$ cat config.mk
export PLATFORM = sky130hd
export DESIGN_NAME = program_loader
export DESIGN_NICKNAME = d
export VERILOG_FILES = /design/src/rtl/program_loader.sv
export SDC_FILE = /design/constraint.sdc
export NUM_CORES = 1
export LEC_CHECK = 0
export CORE_ASPECT_RATIO = 0.9
export CORE_MARGIN = 3
export CORE_UTILIZATION = 44
export DETAILED_ROUTE_END_ITERATION = 8
export PLACE_DENSITY_LB_ADDON = 0.05
export RECOVER_POWER = 50
export SYNTH_ARGS = -nofsm -noshare
export SYNTH_HDL_FRONTEND = slang
export SYNTH_SLANG_ARGS = --single-unit
$ cat constraint.sdc
create_clock -name i_CLOCK_n -period 1.65 [get_ports i_CLOCK_n]
set_input_delay 0.33 -clock i_CLOCK_n [delete_from_list [all_inputs] [get_ports i_CLOCK_n]]
set_output_delay 0.33 -clock i_CLOCK_n [all_outputs]
set_load 0.01 [all_outputs]
$ cat src/rtl/program_loader.sv
// Program loader: streams bytes into the 16-word RAM over a valid/ready handshake
// while holding the CPU cleared and owning the RAM write path.
module program_loader #(
  parameter int DATA_WIDTH = 8,
  parameter int ADDR_WIDTH = 4,
  parameter int RAM_DEPTH  = 16
) (
  input  logic                  i_CLOCK_n,
  input  logic                  i_RESET,
  input  logic                  i_LOAD_START,
  input  logic [ADDR_WIDTH:0]   i_LOAD_LEN,
  input  logic                  i_ABORT,
  input  logic                  i_BYTE_VALID,
  input  logic [DATA_WIDTH-1:0] i_BYTE_DATA,
  output logic                  o_BYTE_READY,
  output logic [ADDR_WIDTH-1:0] o_RAM_ADDR,
  output logic [DATA_WIDTH-1:0] o_RAM_DATA,
  output logic                  o_RAM_WE,
  output logic                  o_BUS_GRANT_LOADER,
  output logic                  o_CPU_HOLD,
  output logic                  o_BUSY,
  output logic                  o_DONE,
  output logic                  o_ERROR
);

  typedef enum logic [2:0] {
    S_IDLE,
    S_HOLD,
    S_WAIT_BYTE,
    S_WRITE,
    S_RELEASE
  } state_t;

  localparam logic [ADDR_WIDTH:0]   DEPTH_L  = (ADDR_WIDTH+1)'(RAM_DEPTH);
  localparam logic [ADDR_WIDTH:0]   CNT_ONE  = {{ADDR_WIDTH{1'b0}}, 1'b1};
  localparam logic [ADDR_WIDTH-1:0] ADDR_ONE = {{(ADDR_WIDTH-1){1'b0}}, 1'b1};

  state_t                state, state_nxt;
  logic [ADDR_WIDTH:0]   len_q;
  logic [ADDR_WIDTH:0]   count_q;
  logic [ADDR_WIDTH:0]   count_inc;
  logic                  aborted_q;
  logic                  len_bad;
  logic                  abortable;

  assign count_inc = count_q + CNT_ONE;
  assign len_bad   = (i_LOAD_LEN > DEPTH_L);
  assign abortable = (state == S_HOLD) || (state == S_WAIT_BYTE) || (state == S_WRITE);

  always_ff @(posedge i_CLOCK_n or posedge i_RESET) begin
    if (i_RESET) begin
      state <= S_IDLE;
    end else begin
      state <= state_nxt;
    end
  end

  // Abort takes priority over both the byte handshake and the write-done decision.
  always_comb begin
    state_nxt = state;
    case (state)
      S_IDLE: begin
        if (i_LOAD_START && !len_bad) state_nxt = S_HOLD;
      end
      S_HOLD: begin
        if (i_ABORT || (len_q == '0)) state_nxt = S_RELEASE;
        else                          state_nxt = S_WAIT_BYTE;
      end
      S_WAIT_BYTE: begin
        if (i_ABORT)           state_nxt = S_RELEASE;
        else if (i_BYTE_VALID) state_nxt = S_WRITE;
      end
      S_WRITE: begin
        if (i_ABORT || (count_inc == len_q)) state_nxt = S_RELEASE;
        else                                 state_nxt = S_WAIT_BYTE;
      end
      S_RELEASE: state_nxt = S_IDLE;
      default:   state_nxt = S_IDLE;
    endcase
  end

  assign o_CPU_HOLD         = (state != S_IDLE);
  assign o_BUSY             = (state != S_IDLE);
  assign o_BUS_GRANT_LOADER = (state == S_WAIT_BYTE) || (state == S_WRITE);
  assign o_BYTE_READY       = (state == S_WAIT_BYTE);
  assign o_RAM_WE           = (state == S_WRITE);

  always_ff @(posedge i_CLOCK_n or posedge i_RESET) begin
    if (i_RESET) begin
      len_q      <= '0;
      count_q    <= '0;
      aborted_q  <= 1'b0;
      o_RAM_ADDR <= '0;
      o_RAM_DATA <= '0;
      o_DONE     <= 1'b0;
      o_ERROR    <= 1'b0;
    end else begin
      o_DONE <= (state == S_RELEASE) && !aborted_q;

      if ((state == S_IDLE) && i_LOAD_START) begin
        if (len_bad) begin
          o_ERROR <= 1'b1;
        end else begin
          len_q      <= i_LOAD_LEN;
          count_q    <= '0;
          o_RAM_ADDR <= '0;
          aborted_q  <= 1'b0;
          o_ERROR    <= 1'b0;
        end
      end

      if ((state == S_WAIT_BYTE) && i_BYTE_VALID && !i_ABORT) begin
        o_RAM_DATA <= i_BYTE_DATA;
      end

      // The address stops at the last written word so a full-depth load never wraps to 0.
      if (state == S_WRITE) begin
        count_q <= count_inc;
        if (count_inc != len_q) o_RAM_ADDR <= o_RAM_ADDR + ADDR_ONE;
      end

      if (abortable && i_ABORT) begin
        aborted_q <= 1'b1;
        o_ERROR   <= 1'b1;
      end
    end
  end

endmodule

==> run metrics <==
CTS Root Cell clkbuf_8; Syn Inst Count 128; layout cells sized above 1 35.82%; synthesized cell area 1470 sq um; Final Critical Period 1668 ps; sequential power share 32.9%; Area contributors post-synth dfrtp_1, mux2_2, a21oi_1; Max VDD drop 0.8732 mV; Setup WS pre-CTS -311.1 ps; initial DRC count 102; layout net count 222; static leakage 1.091 nW; FMAX 0.5995 GHz; CP Max Fanout 4; Remaining Overflow, GRT 0; RePlAce Congestion 0.8300; final setup vio count 1; PnR worst setup slack -18.18 ps; Net Switching 0.001205 W; post-DP HPWL 2748 um; failing checks negative setup slack; worst r2r path cells 5; unrepaired setup endpoints after global routing yes; site row count 19; status finished, violations left; vias in the first global route 1,303; Syn. warnings 0; CTS tree yes; Final Hold Fails 0; Power Internal 0.002310 W; critical path startpoint category register; Hold WS 369.7 ps; Initial Util 47.21%; sw frac 34.27%; port bufs 36; core area 3114 sq um; Slew HR 59.61%; Worst Hold Class in -> async; max cap viols 0; diode count 0; Via Count 1,308; combinational fraction of design power 51.6%; pwr/cell area 1533 nW/um^2; Crit Path Class reg -> reg; CTS clk-pin slew, worst paths 100 ps; syn_nets 148; full die area 4072 sq um; Seq cells post-synth 28; area delta synth->final 55.92%; Synth top area share 47.66%; clock tree buffer depth 2; first drt pass iteration count 4; Detail Route Antenna Nets 0; aggregate global-route resource usage 20.57%; Clock power frac 15.5%; Clk Latency, worst-skew pair 270 ps; num ports 37; Synth cell types 40; post-synth top area cell dfrtp_1; Post-CTS Hold Buffers 0; antenna violations before repair 0; number of vias per cell 5.383; Max Slew Vio Count 0; chip width 66.93 um; largest net degree at the start of global routing 25; routed len/inst 16.06 um; register area share after synthesis 47.66%; CTS Buf Count 3; Fill cells 245; global-route wire length before repair 6175 um; Routed WL 3902 um; Worst Skew 4.377 ps; Syn Area/Cell 11.49 sq um; Required @ worst endpoint 1850 ps; Worst Path Arrival 1870 ps; htree depth 1; DRC 0; Die Height 60.84 um; clock sink count 28; worst-margin pin slew 605.8 ps; Util after Layout 73.60%; critical path endpoint category register; final worst-path cycle share 101.1%
-- critical path: stages, from the launching register on --
cell	delay, ps
dfrtp_2	440
ha_4	180
nand3_4	110
xnor2_2	180
or4_4	540
a31oi_1	140
-- layout make-up --
| class | instances | area [sq um] | share of cell area [%] |
|---|---|---|---|
| clock buffer | 3 | 41.29 | 1.801 |
| sequential | 28 | 703.2 | 30.68 |
| clock inverter | 1 | 30.03 | 1.310 |
| inverter | 7 | 26.28 | 1.146 |
| timing repair buffer | 72 | 614.3 | 26.80 |
| multi-input combinational | 90 | 824.5 | 35.97 |
| tap | 42 | 52.55 | 2.293 |
-- synthesized netlist by cell type (all sizes together) --
cell type  instances
a22o               1
a221oi             2
a31oi              2
o41ai              1
and3               5
or3b               1
buf                3
a32o               1
nor2               6
a21o               1
and4b              1
xor2               4
nand2b             2
nor3b              1
xor3               1
nor3               1
o21ai              6
xnor3              2
mux2i              2
xnor2              2
nand2             10
or4                1
ha                 2
nand3b             2
a21oi              9
nor4b              2
nand4              3
o2bb2ai            1
or3                1
nand3              5
mux2              12
inv                7
dfrtp             28
-- power groups by stage --
| stage | Combinational [W] | Sequential [W] | Clock (W) |
|---|---|---|---|
| detailed placement | 0.00153 | 0.00114 | 0 |
| global route | 0.00196 | 0.00119 | 0.000586 |
| CTS | 0.00166 | 0.00114 | 0.000559 |
| floorplan | 0.000703 | 0.00117 | 0 |
| global placement | 0.00151 | 0.00113 | 0 |
| finish | 0.00182 | 0.00116 | 0.000544 |
-- logic make-up after synthesis --
kind of cell | count (synthesis) | share of synthesized area [%]
muxes | 14 | 10.55
AOI/OAI and AO/OA | 24 | 11.83
adders and majority gates | 2 | 1.702
xor gates and xnor gates | 9 | 8.766
DFF | 28 | 47.66
buffers and inverters | 10 | 2.979
and+or+nand+nor | 41 | 16.51
-- per-stage QoR --
step / instances / setup TNS [ps] / total power, W / instance area (sq um)
after global routing: 243 / -184.8 / 0.003728 / 2292
after CTS: 240 / 0 / 0.003356 / 2245
final: 243 / -18.18 / 0.003515 / 2292
after detailed placement: 231 / -3258 / 0.002679 / 2101
after floorplan: 128 / 0 / 0.001873 / 1483
after global placement: 231 / -2430 / 0.002642 / 2101
-- cell usage in the layout, fill, tap and decap left out, types with 2 or more instances in the layout --
master | netlist | routed
buf_4 | 1 | 31
clkdlybuf4s50_1 | 0 | 29
dfrtp_1 | 28 | 26
mux2_2 | 10 | 10
nand2_1 | 9 | 9
a21oi_1 | 9 | 9
nor2_1 | 6 | 6
inv_1 | 6 | 6
nand4_1 | 3 | 3
o21ai_0 | 6 | 3
nand3_1 | 5 | 3
and3_1 | 5 | 3
clkbuf_8 | 0 | 3
buf_2 | 2 | 3
nand2b_1 | 2 | 2
nand3b_1 | 2 | 2
xor2_2 | 1 | 2
xnor3_1 | 2 | 2
xor2_1 | 3 | 2
and3_4 | 0 | 2
mux2_1 | 2 | 2
o21ai_2 | 0 | 2
a221oi_1 | 2 | 2
mux2i_1 | 2 | 2
dfrtp_2 | 0 | 2
dlygate4sd2_1 | 0 | 2
clkbuf_2 | 0 | 2
buf_6 | 0 | 2
-- path summary, 6_finish.rpt --
check / from / endpoint / slack (ps)
worst max-delay path: count_q[0]$_DFFE_PP0P_ / state[2]$_DFFE_PP0P_ / -20
worst min register to register: aborted_q$_DFFE_PP0P_ / o_DONE$_DFF_PP0_ / 450
max in group asynchronous: i_RESET / count_q[2]$_DFFE_PP0P_ / 430
worst min-delay path: i_RESET / o_RAM_DATA[6]$_DFFE_PP0P_ / 370
worst max register to register: count_q[0]$_DFFE_PP0P_ / state[2]$_DFFE_PP0P_ / -20
min in group i_CLOCK_n: i_LOAD_LEN[3] / len_q[3]$_DFFE_PP0P_ / 410
-- per-layer routing --
metal  up-vias  track usage, %  routed length, um
met5         -               0                  0
met4         0           7.225                 33
met3         4           2.963                300
met2        47           34.60               2001
met1       648           27.40               1567
li1        609               -                  -
-- flip-flops by register name, indices dropped and copies added, names as in the netlist --
name	count
o_RAM_DATA	8
o_ERROR	1
state	3
len_q	5
o_DONE	1
o_RAM_ADDR	4
count_q	5
aborted_q	1
-- what timing repair did --
action	in CTS	in global routing
hold endpoints to repair	0	0
endpoints found under the setup margin	9	13
buffers inserted	5	3
gates resized for setup	25	12
pin swaps	7	3
(Power assumes the default switching activity.)
==> RTL change, RTL diff (config.mk and constraints unchanged) <==
Encoding of `state_t`: now one-hot (5 bits for 5 states).
--- a/src/rtl/program_loader.sv
+++ b/src/rtl/program_loader.sv
@@ -23,12 +23,12 @@
   output logic                  o_ERROR
 );
 
-  typedef enum logic [2:0] {
-    S_IDLE,
-    S_HOLD,
-    S_WAIT_BYTE,
-    S_WRITE,
-    S_RELEASE
+  typedef enum logic [4:0] {
+    S_IDLE      = 5'b00001,
+    S_HOLD      = 5'b00010,
+    S_WAIT_BYTE = 5'b00100,
+    S_WRITE     = 5'b01000,
+    S_RELEASE   = 5'b10000
   } state_t;
 
   localparam logic [ADDR_WIDTH:0]   DEPTH_L  = (ADDR_WIDTH+1)'(RAM_DEPTH);
Function: same outputs for any inputs over 10 cycles, from zero or initial values and one cycle with i_RESET high; not proved beyond that.
==> RTL change against the unedited design <==
  * The run still ends with negative setup slack left
  * Via count down 3.8%
  * Synthesized area fell by 0.60%
  * Wire length is 5.2% lower
  * Setup slack worse by 44 ps
  * Sequential cell count rose by 2
  * Critical endpoint unchanged
  * Design area up 2.6%
  * Critical path type unchanged
Power is not compared: it rests on default switching activity, and its combinational part moved more than twofold at a synthesized area within 25%.
==> RTL change: results (changes against the unedited design) <==
[final_layout]
drive_above_1_share_pct=41.1  ; +5.2 points
area_growth_pct=61.0

[critical_path]
cp_top_family=compound AO/OA/AOI/OAI gates
critPathMaxStageDelay_ps=430  ; -110 ps
path_max_fanout=6  ; +2
crit_arrival_ps=1910  ; +40 ps

[run_status]
violations=negative setup slack
status=finished, violations left

[sta]
worst_slack_ps=-62.6  ; -44.4 ps
setup_violations=10  ; +9
finClkSkew_ps=5.07  ; +0.693 ps
slew_headroom_pct=50.8  ; -8.8 points

[place]
gp_congestion=0.818  ; -1.5%

[detailed_routing]
via_count=1258  ; -3.8%
wl_um=3700  ; -5.2%

[grt]
grt_use_total_pct=20.0  ; -0.54 points
grt_pass1_vias=1225  ; -6.0%

[clock_network]
cts_made_buffers=5  ; +2
htree_levels=2  ; +1
clk_pin_slew_ps=70  ; -30 ps

[yosys]
synth_area_leaders=dfrtp_1 50%, mux2_2 6.2%, nand2_1 5.9%
syn_nets=151  ; +2.0%
ys_types=36  ; -10%
ys_seq_area_share_pct=51.5  ; +3.8 points
synthTopCellsByCount=29 x dfrtp_1, 23 x nand2_1, 8 x mux2_2, 8 x nand3_1, 8 x nor2_1

==> RTL change: kinds of logic (layout without fill, tap and decap cells) <==
group / after synthesis / in the layout / share of synthesized area [%]
AOI/OAI and AO/OA: 23 / 23 / 13.4
xor gates and xnor gates: 9 / 9 / 7.28
adders and majority gates: 2 / 2 / 1.71
buffers and inverters: 10 / 86 / 2.91
DFF: 30 / 30 / 51.5
muxes: 8 / 8 / 6.16
and+or+nand+nor: 49 / 49 / 17.1
==> RTL change: final timing paths <==
path                            from             to  slack [ps]  depth (start not counted)
hold reg to reg            aborted_q      aborted_q         480                          2
setup reg to reg            state[1]       state[2]         -60                          8
hold / removal             aborted_q      aborted_q         480                          2
setup / recovery            state[1]       state[2]         -60                          8
min in group asynchronous    i_RESET  o_RAM_DATA[0]         690                          3
max in group asynchronous    i_RESET       state[1]         440                          3
==> RTL change: cell type report <==
| type | count | area (um2) |
|---|---|---|
| multi-input combinational | 91 | 788 |
| fill | 210 | 762 |
| sequential | 30 | 754 |
| timing repair buffer | 70 | 629 |
| clock buffer | 6 | 82.6 |
| tap | 42 | 52.6 |
| inverter | 8 | 32.5 |
| clock inverter | 2 | 12.5 |
==> RTL change: worst reg2reg max path: stages, from the launching register on <==
cell and delay [ps]:
dfrtp_2 430, buf_4 150, nor2_4 110, nand3_4 100
inv_2 80, buf_4 160, o31ai_4 90, a2111o_1 430
o31ai_2 70
==> RTL change: per-stage QoR <==
step	instances	hold WS, ps	area, um2
global route	249	521	2350
floorplan	131	420	1480
detailed placement	232	470	2070
CTS	245	434	2270
global placement	232	462	2070
finish	249	479	2350
==> RTL change: power groups by stage <==
| stage | clock (mW) | combinational [mW] | sequential, mW |
|---|---|---|---|
| global placement | 0 | 0.324 | 0.845 |
| CTS | 0.640 | 0.359 | 0.834 |
| detailed placement | 0 | 0.333 | 0.846 |
| finish | 0.623 | 0.389 | 0.835 |
| floorplan | 0 | 0.171 | 0.843 |
| global route | 0.665 | 0.419 | 0.843 |
==> RTL change: what timing repair did <==
action | 4_1_cts | 5_1_grt
gates resized for setup | 36 | 23
hold buffers | 0 | 0
pin swaps | 12 | 13
setup buffers | 5 | 4
setup endpoints to repair | 12 | 23
endpoints found under the hold margin | 0 | 0
==> RTL change: layer usage <==
layer,up-vias,share of wire (%),track usage [%]
li1,616,-,-
met4,0,1.5,7.54
met5,-,0,0
met2,25,50,32.3
met1,610,44,25.2
met3,7,4.6,6.85
